### src/rtl/sipo_frame_rx_pkg.sv
// Shared types and frame-geometry helpers for the serial frame receiver.
package sipo_frame_rx_pkg;

  typedef enum logic [2:0] {
    IDLE,
    DATA,
    PARITY,
    STOP,
    WAIT_HIGH
  } rx_state_t;

  localparam int DATA_W_DEF    = 8;
  localparam int PARITY_EN_DEF = 1;

  function automatic int frame_len(input int dw, input int pe);
    return 2 + dw + pe;
  endfunction

  localparam int FRAME_LEN = frame_len(DATA_W_DEF, PARITY_EN_DEF);

  function automatic int cnt_w(input int dw);
    return $clog2(dw);
  endfunction

endpackage

### src/rtl/sipo_frame_rx_hold_reg.sv
// One-entry valid/ready holding register with sticky overrun.
module rx_hold_reg #(
  parameter int W = 10
) (
  input  logic         clk,
  input  logic         clr,
  input  logic         load,
  input  logic [W-1:0] payload,
  input  logic         ready,
  output logic [W-1:0] data,
  output logic         valid,
  output logic         overrun
);

  // A load may land on the same edge the held word drains.
  always_ff @(posedge clk) begin
    if (!clr) begin
      data    <= '0;
      valid   <= 1'b0;
      overrun <= 1'b0;
    end else if (load && (!valid || ready)) begin
      data  <= payload;
      valid <= 1'b1;
    end else begin
      if (load)
        overrun <= 1'b1;
      if (valid && ready)
        valid <= 1'b0;
    end
  end

endmodule

### src/rtl/sipo_frame_rx.sv
// Serial frame receiver: start, LSB-first data, optional parity, stop.
module sipo_frame_rx
  import sipo_frame_rx_pkg::*;
#(
  parameter int DATA_W     = 8,
  parameter int PARITY_EN  = 1,
  parameter int PARITY_ODD = 0
) (
  input  logic              clk,
  input  logic              clr,
  input  logic              ser_in,
  output logic [DATA_W-1:0] rx_data,
  output logic              rx_valid,
  input  logic              rx_ready,
  output logic              rx_perr,
  output logic              rx_ferr,
  output logic              overrun,
  output logic              busy
);

  localparam int CW = cnt_w(DATA_W);
  localparam logic [CW-1:0] LAST = CW'(DATA_W - 1);

  rx_state_t         state;
  logic [CW-1:0]     cnt;
  logic [DATA_W-1:0] shreg;
  logic              perr;

  always_ff @(posedge clk) begin
    if (!clr) begin
      state <= IDLE;
      cnt   <= '0;
      shreg <= '0;
      perr  <= 1'b0;
    end else begin
      unique case (state)
        IDLE: begin
          if (!ser_in) begin
            state <= DATA;
            cnt   <= '0;
          end
        end
        DATA: begin
          shreg[cnt] <= ser_in;
          cnt        <= cnt + 1'b1;
          if (cnt == LAST)
            state <= (PARITY_EN != 0) ? PARITY : STOP;
        end
        PARITY: begin
          perr  <= ((^shreg) ^ ser_in) != 1'(PARITY_ODD);
          state <= STOP;
        end
        STOP: begin
          state <= ser_in ? IDLE : WAIT_HIGH;
        end
        WAIT_HIGH: begin
          if (ser_in)
            state <= IDLE;
        end
        default: state <= IDLE;
      endcase
    end
  end

  logic                commit;
  logic [DATA_W+1:0]   payload;
  logic [DATA_W+1:0]   held;

  assign commit  = (state == STOP);
  assign payload = {~ser_in, perr, shreg};
  assign busy    = (state != IDLE);

  rx_hold_reg #(
    .W(DATA_W + 2)
  ) u_hold (
    .clk    (clk),
    .clr    (clr),
    .load   (commit),
    .payload(payload),
    .ready  (rx_ready),
    .data   (held),
    .valid  (rx_valid),
    .overrun(overrun)
  );

  assign rx_data = held[DATA_W-1:0];
  assign rx_perr = held[DATA_W];
  assign rx_ferr = held[DATA_W+1];

endmodule

### config.mk
export PLATFORM = sky130hd
export DESIGN_NAME = sipo_frame_rx
export DESIGN_NICKNAME = d
export VERILOG_FILES = /design/src/rtl/sipo_frame_rx_pkg.sv /design/src/rtl/sipo_frame_rx_hold_reg.sv /design/src/rtl/sipo_frame_rx.sv
export SDC_FILE = /design/constraint.sdc
export NUM_CORES = 1
export LEC_CHECK = 0
export BUFFER_PORTS_ARGS = -buffer_cell sky130_fd_sc_hd__buf_2
export CORE_ASPECT_RATIO = 1.5
export CORE_UTILIZATION = 40
export DETAILED_ROUTE_END_ITERATION = 16
export GPL_ROUTABILITY_DRIVEN = 0
export PLACE_DENSITY_LB_ADDON = 0.3
export SLEW_MARGIN = 20
export SYNTH_ARGS = -nofsm -noshare
export SYNTH_HDL_FRONTEND = slang
export SYNTH_SLANG_ARGS = --single-unit
export TNS_END_PERCENT = 20
### constraint.sdc
create_clock -name clk -period 1.6 [get_ports clk]
set_input_delay 0 -clock clk [delete_from_list [all_inputs] [get_ports clk]]
set_output_delay 0 -clock clk [all_outputs]
set_load 0.02 [all_outputs]
# Word level (Yosys, flattened, before mapping)
# Cells that the tools add are included.
dict set report op_classes {
  n_addsub 1
  multipliers 0
  div_mod_pow 0
  magnitude_cmp 2
  eq_ne 8
  n_shift 0
  n_mux 12
  bitwise_logic 3
  n_reduce_logical 13
}
# op n
set op_table {}
lappend op_table {{3-bit two-way mux} 5}
lappend op_table {{3-bit one-hot mux with 5 select lines} 1}
lappend op_table {{8-bit bitwise mux} 1}
lappend op_table {{8-bit XOR reduction} 1}
lappend op_table {{3-bit by 2-bit == test with 1-bit output (second input constant)} 2}
lappend op_table {{3-bit == test (second input constant)} 2}
lappend op_table {{2-bit inequality test (second input constant)} 3}
lappend op_table {{3-bit one-hot mux with 2 select lines} 1}
lappend op_table {{3-bit by 4-bit less-than comparator with 1-bit output (second input constant)} 1}
lappend op_table {{2-bit AND reduction} 2}
lappend op_table {{2-bit nonzero test} 2}
lappend op_table {{3-bit by 1-bit adder with 3-bit output (second input constant)} 1}
lappend op_table {{1-bit demux with 3-bit select} 1}
lappend op_table {{3-bit by 1-bit == test with 1-bit output (second input constant)} 1}
lappend op_table {{3-bit by 1-bit greater-or-equal comparator with 1-bit output (second input constant)} 1}
lappend op_table {{1-bit logical AND} 3}
lappend op_table {{3-bit logical NOT} 1}
lappend op_table {{1-bit two-way mux} 3}
lappend op_table {{3-bit AND reduction} 1}
lappend op_table {{3-bit nonzero test} 1}
lappend op_table {{1-bit NOT} 2}
lappend op_table {{1-bit logical NOT} 1}
lappend op_table {{1-bit logical OR} 1}
lappend op_table {{1-bit XOR} 1}
dict set report word_totals {
  ff_bits 27
  latchBits 0
  ram_bits 0
  romBits 0
  wordCells 46
  mem_count 0
}

# Logic depth before layout (Yosys ltp)
dict set report logic_depth {
  word_depth 5
  mapped_depth 6
}

# Cells and area by module
# Synthesis repeated with hierarchy kept, for this count alone.
dict set report hier_totals {
  hier_cells 145
  hier_area_um2 1295.0
}
# module n_inst cells_per_inst area_per_inst_um2 seq_area_each_um2
set modules_own_cells {}
lappend modules_own_cells {sipo_frame_rx 1 95 803.3 300.3}
lappend modules_own_cells {rx_hold_reg 1 50 491.7 240.2}

# Worst setup path before layout
# Ideal clock, no wire load.
dict set report synth_timing {
  kind {register to register}
  start {reg shreg[6]}
  end {reg perr}
  arrival_ns 1.295
  required_ns 1.473
  path_slack_ns 0.178
  stages_incl_launch_ff 5
  path_buffers 0
  synth_period_minus_slack_ns 1.422
  cell_sequence {dfxtp_1 > xor2_1 > xnor3_1 > nand4_1 > or3b_1}
}
dict set report synth_between {
  elab_chain_cells 2
}
# item line_no
set synth_rtl {}
lappend synth_rtl {{from (decl)} sipo_frame_rx.sv:26} ;# logic [DATA_W-1:0] shreg;
lappend synth_rtl {{from (signal, indexed assignment)} sipo_frame_rx.sv:44} ;# shreg[cnt] <= ser_in;
lappend synth_rtl {{8-bit XOR reduction} sipo_frame_rx.sv:50} ;# perr <= ((^shreg) ^ ser_in) != 1'(PARITY_ODD);
lappend synth_rtl {{1-bit XOR} sipo_frame_rx.sv:50}
lappend synth_rtl {{to (signal assigned)} sipo_frame_rx.sv:50}
lappend synth_rtl {{to (decl)} sipo_frame_rx.sv:27} ;# logic perr;
# No other way between the ends.
# A chain may end at the register's enable or synchronous reset.

# Final worst setup path
# Same ends and word-level chain as after synthesis.

==> impl_metrics.csv <==
group,metric,value,unit
run_status,outcome,"complete, no violations",
yosys,syn_area,1250,um^2
routing,drtAntennaViolNets,0,
setup_path,crit_start,"shreg[6]$_SDFFE_PN0P_",
setup_path,path_buf_inv,0,
setup_path,worst-path-stages,4,
setup_path,slowest_stage,"xnor3_1",
global_route,grt_max_degree,29,
clock_tree,cts_tree,"built",
yosys,seq_area_frac_synth,43.3,%
sta,final-hold-violation-count,0,
setup_path,worstPathRequired,1.75,ns
min_path,worstHoldPathCells,3,
setup_path,critPathKind,"flop to flop",
clock_tree,cts_hold_buf,0,
die,dieWidth,47.6,um
placed_design,dp_hpwl,1.58,mm
sta,finalSetupViolCount,0,
power,leakage,0.559,nW
routing,wl_per_cell,11.6,um
clock_tree,max-clock-path-buffers,2,
routing,viasPerCell,4.96,
layout,synthToLayoutAreaGrowth,14.1,%
sta,drv_slew,0,
setup_path,end_kind,"flop",
yosys,syn-num-nets,138,
layout,seqCellArea,541,um^2
yosys,yosysWarnings,0,
global_route,grt_pass1_vias,871,
placed_design,port_buffers,16,
sta,fin_skew,0.00357,ns
layout,n_antenna_cell,0,
sta,setup_ws,0.0595,ns
global_route,grt_pass1_wl,3.53,mm
layout,final_common_cell,"dfxtp_1",
global_route,grt_overflow,0,
routing,drc_errors,0,
global_route,grt_util_all_layers,14.1,%
power,powerDensity,804,nW/um^2
min_path,worstHoldPathType,"primary input to flop",
min_path,hp-start,"rx_ready",
sta,slew_headroom,72.6,%
die,die_area,3350,um^2
layout,final_layout_size_suffix_gt1_share,17.4,%
clock_tree,cts_resized,0,
clock_tree,cts_sinks,27,
die,initial_core_util,42.4,%
yosys,synthDistinctLibCells,32,
layout,multiInputGateArea,668,um^2
clock_tree,h-tree-depth,1,
setup_path,worstPathCellList,"xor2_1 -> xnor3_1 -> nand4_1 -> or3b_1",
die,die_y,70.4,um
die,num_rows,24,
clock_tree,clockRootBuffer,"clkbuf_8",
setup_path,worstReg2RegStart,"shreg[6]$_SDFFE_PN0P_",
routing,dr.pass1.iters,4,
sta,totalNegativeSetupSlack,0,ns
yosys,synth_cells,132,
placed_design,post-place-ws,0.0703,ns
clock_tree,post_cts_buffers,0,
sta,max_slew.worst_pin.slew,0.409,ns
placed_design,dp_cells,184,
power,total_power,0.00115,W
clock_tree,clk_pin_slew,0.09,ns
die,design.portCount,17,
layout,nets,156,
layout,final_cell_mix,"dfxtp_1, nor2b_1, buf_2",
yosys,syn_area_per_cell,9.45,um^2
layout,num-fill-cells,329,
layout,final_area,1420,um^2
routing,drt_iter0_drc,46,
layout,final_cells,188,
clock_tree,numCtsBuffers,3,
sta,rsz0062_at_grt,"no",
yosys,synth-seq-cells,27,
setup_path,start_kind,"flop",
routing,wl,2.18,mm
setup_path,cpPeakStageDelay,0.44,ns
global_route,antenna_found_initial,0,
setup_path,worstPathArrival,1.69,ns
sta,min_period_over_period,96.3,%
routing,vias,932,
die,core_area,2940,um^2
sta,fmax,649,MHz
sta,finalCriticalPeriod,1.54,ns
setup_path,reg2regPathDepth,4,
power,max-vdd-ir-drop,0.000455,V
clock_tree,clock_latency,0.26,ns
setup_path,cpLargestDelayFamily,"XOR/XNOR gates",
setup_path,path_max_fanout,3,
placed_design,place_area,1380,um^2
flow_run,cap_violations,0,
## cells in the mapped netlist
cell,count,share of area [%]
a21boi_0,7,4.2
a21oi_1,3,1.2
a22oi_1,2,1.2
and2_1,1,0.50
and3_1,1,0.50
buf_2,3,1.2
clkbuf_1,4,1.2
clkbuf_2,1,0.40
dfxtp_1,27,43
ha_1,2,2.0
inv_1,1,0.30
mux2i_1,12,9.6
nand2_1,14,4.2
nand2b_1,4,2.0
nand3_1,8,3.2
nand3b_1,2,1.2
nand4_1,1,0.50
nor2_1,4,1.2
nor2b_1,18,9.0
nor3_1,1,0.40
nor3b_1,1,0.60
nor4b_4,1,1.9
nor4bb_1,1,0.80
o21a_1,1,0.60
o21ai_0,2,0.80
o21bai_1,1,0.60
or3_1,1,0.50
or3b_1,1,0.70
or3b_2,1,0.70
xnor2_1,4,2.8
xnor3_1,1,1.8
xor2_1,1,0.70
## state kept, by name, indices dropped and copies added (netlist names)
register and count:
perr 1, u_hold.valid 1, cnt 3, u_hold.data 10, shreg 8, u_hold.overrun 1
state 3
## per-layer routing
metal  global-route usage [%]  share of wire [%]
met5                        0                  0
met4                     5.56               0.97
met3                     1.55                2.6
met2                     23.3                 50
met1                     17.9                 46
## path summary, 6_finish.rpt
| path | slack (ns) | endpoint |
|---|---|---|
| worst max-delay path | 0.06 | perr$_SDFFE_PN0N_ |
| worst min register to register | 0.47 | u_hold.overrun$_SDFFE_PN0P_ |
| worst max register to register | 0.06 | perr$_SDFFE_PN0N_ |
| worst min-delay path | 0.05 | u_hold.valid$_SDFFE_PN0P_ |
## worst min-delay path, stage by stage
cell      delay [ns]
buf_2           0.07
nand2b_1        0.12
a21boi_0        0.08
## layout make-up
cell class | instances | area share, %
well taps | 39 | 3.43
inverters | 1 | 0.264
flip-flops and latches | 27 | 38.0
repair buffers | 21 | 8.26
multi-input cells | 96 | 46.9
clock buffers | 4 | 3.16
## stage by stage
| step | utilization, % | hold slack (ns) |
|---|---|---|
| final | 48.4 | 0.0480 |
| after floorplan | - | 0.230 |
| after detailed placement | 46.9 | 0.336 |
| after global routing | 48.4 | 0.0780 |
| after CTS | 48.4 | 0.0486 |
| after global placement | 46.9 | 0.319 |
## report_power, final
part           internal, W   total, W  switching [W]  leakage (nW)
combinational    0.0000409  0.0000833      0.0000425         0.319
sequential        0.000679   0.000688     0.00000939         0.218
clock             0.000178   0.000374       0.000196        0.0228
total             0.000897    0.00115       0.000248         0.559
## kinds of logic after synthesis
group	share of synthesized area, %
simple gates	28.0
flops	43.3
compound gates	8.63
mux	9.63
buf+inv	3.11
xor+xnor	5.32
fa+ha+maj	2.01
Power figures use the tool's default switching activity.
